$ cat config.mk
export PLATFORM = sky130hd
export DESIGN_NAME = grasshopper_round_ctrl_flat
export DESIGN_NICKNAME = d
export VERILOG_FILES = /design/src/rtl/grasshopper_round_ctrl_pkg.sv /design/src/rtl/grasshopper_round_ctrl_if.sv /design/src/rtl/grasshopper_round_ctrl_watchdog.sv /design/src/rtl/grasshopper_round_ctrl.sv /design/src/flat_wrapper.sv
export SDC_FILE = /design/constraint.sdc
export NUM_CORES = 1
export LEC_CHECK = 0
export BUFFER_PORTS_ARGS = -buffer_cell sky130_fd_sc_hd__buf_2
export CORE_AREA = 2 2 205 207
export CTS_CLUSTER_DIAMETER = 80
export DETAILED_ROUTE_END_ITERATION = 8
export DIE_AREA = 0 0 207 209
export PLACE_DENSITY = 0.42
export SLEW_MARGIN = 20
export SYNTH_ARGS = -nofsm -noshare
export SYNTH_HDL_FRONTEND = slang
export SYNTH_SLANG_ARGS = --single-unit
$ cat constraint.sdc
create_clock -name clk -period 2 [get_ports clk]
set_input_delay 0.1 -clock clk [delete_from_list [all_inputs] [get_ports clk]]
set_output_delay 0.1 -clock clk [all_outputs]
set_load 0.005 [all_outputs]
$ cat src/rtl/grasshopper_round_ctrl_pkg.sv
// grasshopper_pkg: shared types and sizes for the Grasshopper round sequencer
package grasshopper_pkg;
   localparam int GH_BLOCK_W = 128;
   localparam int GH_ROUNDS = 10;
   typedef enum logic [1:0] {ST_IDLE, ST_ISSUE, ST_WAIT, ST_DONE} gh_state_t;
   typedef logic [3:0] gh_round_t;
endpackage

$ cat src/rtl/grasshopper_round_ctrl_if.sv
// grasshopper_round_ctrl_if: host input, result output and round-stage handshakes
interface grasshopper_round_ctrl_if import grasshopper_pkg::*; #(parameter int BLOCK_W = GH_BLOCK_W);
   logic in_valid_i, in_ready_o;
   logic [BLOCK_W-1:0] in_data_i;
   logic out_valid_o, out_ready_i;
   logic [BLOCK_W-1:0] out_data_o;
   logic stage_valid_o, stage_valid_i;
   gh_round_t stage_num_o;
   logic [BLOCK_W-1:0] stage_data_o, stage_data_i;
   logic busy_o, err_o;
   modport slave (
      input in_valid_i, in_data_i, out_ready_i, stage_valid_i, stage_data_i,
      output in_ready_o, out_valid_o, out_data_o, stage_valid_o, stage_num_o, stage_data_o, busy_o, err_o
   );
   modport master (
      output in_valid_i, in_data_i, out_ready_i, stage_valid_i, stage_data_i,
      input in_ready_o, out_valid_o, out_data_o, stage_valid_o, stage_num_o, stage_data_o, busy_o, err_o
   );
endinterface

$ cat src/rtl/grasshopper_round_ctrl_watchdog.sv
// gh_watchdog: saturating cycle counter; expired flags the cycle whose increment reaches LIMIT
module gh_watchdog #(parameter int LIMIT = 255) (
   input  logic clk,
   input  logic rst,
   input  logic clear,
   input  logic enable,
   output logic expired
);
   logic [7:0] count;
   always_ff @(posedge clk)
      if (rst || clear) count <= '0;
      else if (enable && count != 8'(LIMIT)) count <= count + 8'd1;
   assign expired = enable && (count >= 8'(LIMIT - 1));
endmodule

$ cat src/rtl/grasshopper_round_ctrl.sv
// grasshopper_round_ctrl: drives the external round stage through rounds 1..ROUNDS with a watchdog
module grasshopper_round_ctrl import grasshopper_pkg::*; #(
   parameter int BLOCK_W = GH_BLOCK_W,
   parameter int ROUNDS = GH_ROUNDS,
   parameter int TIMEOUT = 255
) (
   input logic clk,
   input logic rst,
   grasshopper_round_ctrl_if.slave bus
);
   gh_state_t state;
   gh_round_t round;
   logic [BLOCK_W-1:0] blk;
   logic err, wd_clear, wd_en, wd_exp;
   // the issue cycle counts as the first waited cycle, so the counter restarts on entry to ISSUE
   assign wd_en = state == ST_ISSUE || state == ST_WAIT;
   assign wd_clear = (state == ST_WAIT) ? bus.stage_valid_i : !wd_en;
   gh_watchdog #(.LIMIT(TIMEOUT)) u_wd (
      .clk(clk), .rst(rst), .clear(wd_clear), .enable(wd_en), .expired(wd_exp)
   );
   always_ff @(posedge clk)
      if (rst) begin
         state <= ST_IDLE;
         round <= '0;
         blk <= '0;
         err <= 1'b0;
      end else case (state)
         ST_IDLE: if (bus.in_valid_i) begin
            blk <= bus.in_data_i;
            round <= 4'd1;
            err <= 1'b0;
            state <= ST_ISSUE;
         end
         ST_ISSUE: state <= ST_WAIT;
         ST_WAIT: if (bus.stage_valid_i) begin
            blk <= bus.stage_data_i;
            if (round == gh_round_t'(ROUNDS)) state <= ST_DONE;
            else begin
               round <= round + 4'd1;
               state <= ST_ISSUE;
            end
         end else if (wd_exp) begin
            err <= 1'b1;
            state <= ST_IDLE;
         end
         ST_DONE: if (bus.out_ready_i) state <= ST_IDLE;
         default: state <= ST_IDLE;
      endcase
   assign bus.in_ready_o = state == ST_IDLE;
   assign bus.out_valid_o = state == ST_DONE;
   assign bus.out_data_o = blk;
   assign bus.stage_valid_o = state == ST_ISSUE;
   assign bus.stage_num_o = round;
   assign bus.stage_data_o = blk;
   assign bus.busy_o = state != ST_IDLE;
   assign bus.err_o = err;
endmodule
$ cat src/flat_wrapper.sv
// flat-port wrapper written by rule: the top's interface ports become plain ports
module grasshopper_round_ctrl_flat import grasshopper_pkg::*;
#(
   parameter int BLOCK_W = GH_BLOCK_W,
   parameter int ROUNDS = GH_ROUNDS,
   parameter int TIMEOUT = 255
)
  (clk, rst, bus_in_valid_i, bus_in_data_i, bus_out_ready_i, bus_stage_valid_i, bus_stage_data_i, bus_in_ready_o, bus_out_valid_o, bus_out_data_o, bus_stage_valid_o, bus_stage_num_o, bus_stage_data_o, bus_busy_o, bus_err_o);
  grasshopper_round_ctrl_if #(.BLOCK_W(BLOCK_W)) bus_i ();
  input logic clk;
  input logic rst;
  input wire logic [$bits(bus_i.in_valid_i)-1:0] bus_in_valid_i;
  input wire logic [$bits(bus_i.in_data_i)-1:0] bus_in_data_i;
  input wire logic [$bits(bus_i.out_ready_i)-1:0] bus_out_ready_i;
  input wire logic [$bits(bus_i.stage_valid_i)-1:0] bus_stage_valid_i;
  input wire logic [$bits(bus_i.stage_data_i)-1:0] bus_stage_data_i;
  output wire logic [$bits(bus_i.in_ready_o)-1:0] bus_in_ready_o;
  output wire logic [$bits(bus_i.out_valid_o)-1:0] bus_out_valid_o;
  output wire logic [$bits(bus_i.out_data_o)-1:0] bus_out_data_o;
  output wire logic [$bits(bus_i.stage_valid_o)-1:0] bus_stage_valid_o;
  output wire logic [$bits(bus_i.stage_num_o)-1:0] bus_stage_num_o;
  output wire logic [$bits(bus_i.stage_data_o)-1:0] bus_stage_data_o;
  output wire logic [$bits(bus_i.busy_o)-1:0] bus_busy_o;
  output wire logic [$bits(bus_i.err_o)-1:0] bus_err_o;
  assign bus_i.in_valid_i = bus_in_valid_i;
  assign bus_i.in_data_i = bus_in_data_i;
  assign bus_i.out_ready_i = bus_out_ready_i;
  assign bus_i.stage_valid_i = bus_stage_valid_i;
  assign bus_i.stage_data_i = bus_stage_data_i;
  assign bus_in_ready_o = bus_i.in_ready_o;
  assign bus_out_valid_o = bus_i.out_valid_o;
  assign bus_out_data_o = bus_i.out_data_o;
  assign bus_stage_valid_o = bus_i.stage_valid_o;
  assign bus_stage_num_o = bus_i.stage_num_o;
  assign bus_stage_data_o = bus_i.stage_data_o;
  assign bus_busy_o = bus_i.busy_o;
  assign bus_err_o = bus_i.err_o;
  grasshopper_round_ctrl #(.BLOCK_W(BLOCK_W), .ROUNDS(ROUNDS), .TIMEOUT(TIMEOUT)) u_core (.clk(clk), .rst(rst), .bus(bus_i));
endmodule
==> reports/results.ini <==
[detailed_routing]
wl_um=25400
viasPerCell=3.98
drt-pass1-iter-count=4
routedWlPerCell_um=14.5
vias=6972
first_iter_violations=259
antenna_left=0
drc=0

[sta]
max_freq_ghz=0.532
fin_crit_ns=1.88
slew_viol_final=0
setup_tns_ns=0
skew_ns=0.0144
hold_ws_ns=0.0168
setup_viol=0
hold_viol_final=0
relSlewSlack_pct=65.9
worst_slew_pin_slew_ns=0.512
rsz0062_at_grt=no
timing.final.crit_share_pct=94.0

[setup_path]
path_class=flip-flop to flip-flop
crit-reg2reg-launch=u_core.state[1]
cp_slowest_cell=dfxtp_2
cp-end-kind=flip-flop
crit_start=u_core.state[1]
crit_chain=inv_1, ha_1, mux2i_4, nor2_4, buf_12, buf_4, nor2_1, a211oi_2
slowest_delay_ns=0.38
arrival_ns=2.23
start_kind=flip-flop
cp_max_fo=36
worstPathRequired_ns=2.35

[global_routing]
grt_pass1_vias=6888
antenna_found_initial=0
grt_pass1_wl_um=38500
grt-ovfl-total=0
track_usage_pct=11.3
grt_max_degree=63

[floorplan]
die_width_um=207
core-area_um2=41300
pin_count=526
row_count=75
die_h_um=209
die_area_um2=43300
start_util_pct=19.7

[placement]
port_buffers=525
globalplace.congestion=0.796
place_hpwl_um=19900

[pwr]
p_switching_uw=6220
cell_internal_pwr_uw=9690
p_clk_share_pct=20.2
p_seq_share_pct=30.6
power_density_nw_per_um2=1420
p_leak_uw=0.00505
pwr-share-comb_pct=49.2
p_sw_share_pct=39.1
ir_drop_v=0.000480

[cts]
cts_buffer_depth=2
cts.sinks=143
cts_tree=built
insertion_delay_ns=0.43
h-tree-depth=4
cts_buffers=17
clk_pin_slew_worst_paths_ns=0.06
root_buffer=clkbuf_16

[logic_synthesis]
ys_warn_count=0
ys_types=38
netlist_instances=796
ys_ff_latch=143
async_reset_ff_share_pct=0
ys.flop_type=dfxtp_1
syn_nets=1065
synth-seq-area-share_pct=35.3
mappedNetlistArea_um2=8110
synth_edf_count=0
avgSynthCellArea_um2=10.2

[worst_hold_path]
min_from=bus_in_data_i[46]
worst_hold_path_type=input pin to flip-flop

[cells_and_area]
fin_nets=1468
diodes=0
area_growth_pct=38.1
drive_gt1_share_pct=59.2

[outcome]
status=finished, final reports clean

[job]
maxCapViolCount=0

==> per-stage QoR <==
step           instances  total power (uW)  area [um^2]  worst slack [ns]  util [%]
3_3_place_gp        1704             12700        10400             0.106      25.3
3_5_place_dp        1704             12700        10400            0.0644      25.3
2_1_floorplan        796             10700         8110             0.211         -
4_1_cts             1747             16100        11200            0.0212      27.0
6_report            1750             15900        11200             0.120      27.1
5_1_grt             1750             17100        11200           0.00288      27.1
==> synthesized netlist by cell type, types with 3 or more instances <==
library cell | n | area [um^2]
a211oi_1 | 11 | 82.6
a211oi_2 | 120 | 1500
a21oi_1 | 5 | 25.0
a311oi_1 | 3 | 26.3
a31oi_1 | 3 | 18.8
buf_2 | 16 | 80.1
buf_4 | 141 | 1060
buf_6 | 13 | 146
clkbuf_1 | 16 | 60.1
dfxtp_1 | 143 | 2860
ha_1 | 8 | 100
inv_1 | 8 | 30.0
mux2i_1 | 129 | 1290
nand2_1 | 3 | 11.3
nand3_1 | 4 | 20.0
nor2_1 | 139 | 522
nor2b_1 | 3 | 18.8
nor3_1 | 3 | 15.0
xnor2_1 | 6 | 52.6
==> power by group through the flow <==
| stage | Clock, uW | Combinational [uW] | Sequential [uW] |
|---|---|---|---|
| finish | 3220 | 7830 | 4870 |
| global placement | 0 | 7760 | 4930 |
| CTS | 3380 | 7820 | 4900 |
| global route | 3480 | 8600 | 5020 |
| floorplan | 0 | 5980 | 4750 |
| detailed placement | 0 | 7780 | 4950 |
==> kinds of logic after synthesis <==
group | count (synthesis) | share of synthesized area (%)
buffers and inverters | 195 | 17.0
AO/OA/AOI/OAI | 152 | 21.4
flip-flops | 143 | 35.3
multiplexers | 130 | 16.2
AND/OR/NAND/NOR | 161 | 8.13
adder cells (fa/ha/maj) | 8 | 1.23
XOR/XNOR | 7 | 0.756
==> area by class of cell <==
| cell class | count | area, um^2 |
|---|---|---|
| Clock buffer | 22 | 484 |
| Clock inverter | 9 | 108 |
| Fill cell | 4444 | 30100 |
| Tap cell | 539 | 674 |
| Inverter | 8 | 30.0 |
| Multi-Input combinational cell | 458 | 3880 |
| Sequential cell | 143 | 2860 |
| Timing Repair Buffer | 571 | 3160 |
==> registers in the layout (all words and copies together) (netlist names) <==
register	cells
u_core.bus.err_o	1
u_core.bus.stage_num_o	4
u_core.bus.out_data_o	128
u_core.state	2
u_core.u_wd.count	8
==> path summary, 6_finish.rpt <==
kind | slack (ns) | endpoint | depth (start not counted)
setup reg to reg | 0.12 | u_core.bus.out_data_o[89] | 8
hold reg to reg | 0.49 | u_core.u_wd.count[6] | 2
hold / removal | 0.02 | u_core.bus.out_data_o[46] | 3
setup / recovery | 0.12 | u_core.bus.out_data_o[89] | 8
==> timing repair <==
item                                   in CTS  in global routing
setup endpoints to repair                   0                 83
setup buffers                               0                  2
resized for setup                           0                  2
hold buffers                               12                  0
endpoints found under the hold margin       7                  0
==> layout by cell type (no fill, tap or decap), drive strengths merged, types with 2 or more instances in the layout <==
cell type    synthesis  routed
and3                 2       2
nand2                3       3
a31oi                3       3
nand3                4       4
clkbuf              16      23
o31ai                2       2
clkinv               0       4
mux2i              130     130
a211oi             131     131
dfxtp              143     143
inv                  8       9
o21bai               2       2
a311oi               3       3
nor2               140     140
nor2b                3       3
buf                171     558
xnor2                6       6
nor3                 3       3
dlygate4sd3          0      12
a21oi                5       5
ha                   8       8
clkinvlp             0       2
bufinv               0       2
==> metal layers <==
layer  up-vias  share of wire [%]  track usage (%)
met5         -                  0                0
met2       271                 50             19.8
met4         0                1.8             3.67
met1      3198                 42             13.3
met3        18                5.8             3.17
li1       3485                  -                -
==> worst max-delay path: cells and delay by family (launching register included) <==
| kind | cells | cell delay [ns] |
|---|---|---|
| buffers and inverters | 3 | 0.53 |
| DFF | 1 | 0.38 |
| and+or+nand+nor | 2 | 0.21 |
| adders and majority gates | 1 | 0.24 |
| AOI/OAI and AO/OA | 1 | 0.18 |
| muxes | 1 | 0.21 |
No activity file was read; power rests on OpenSTA's default activity.
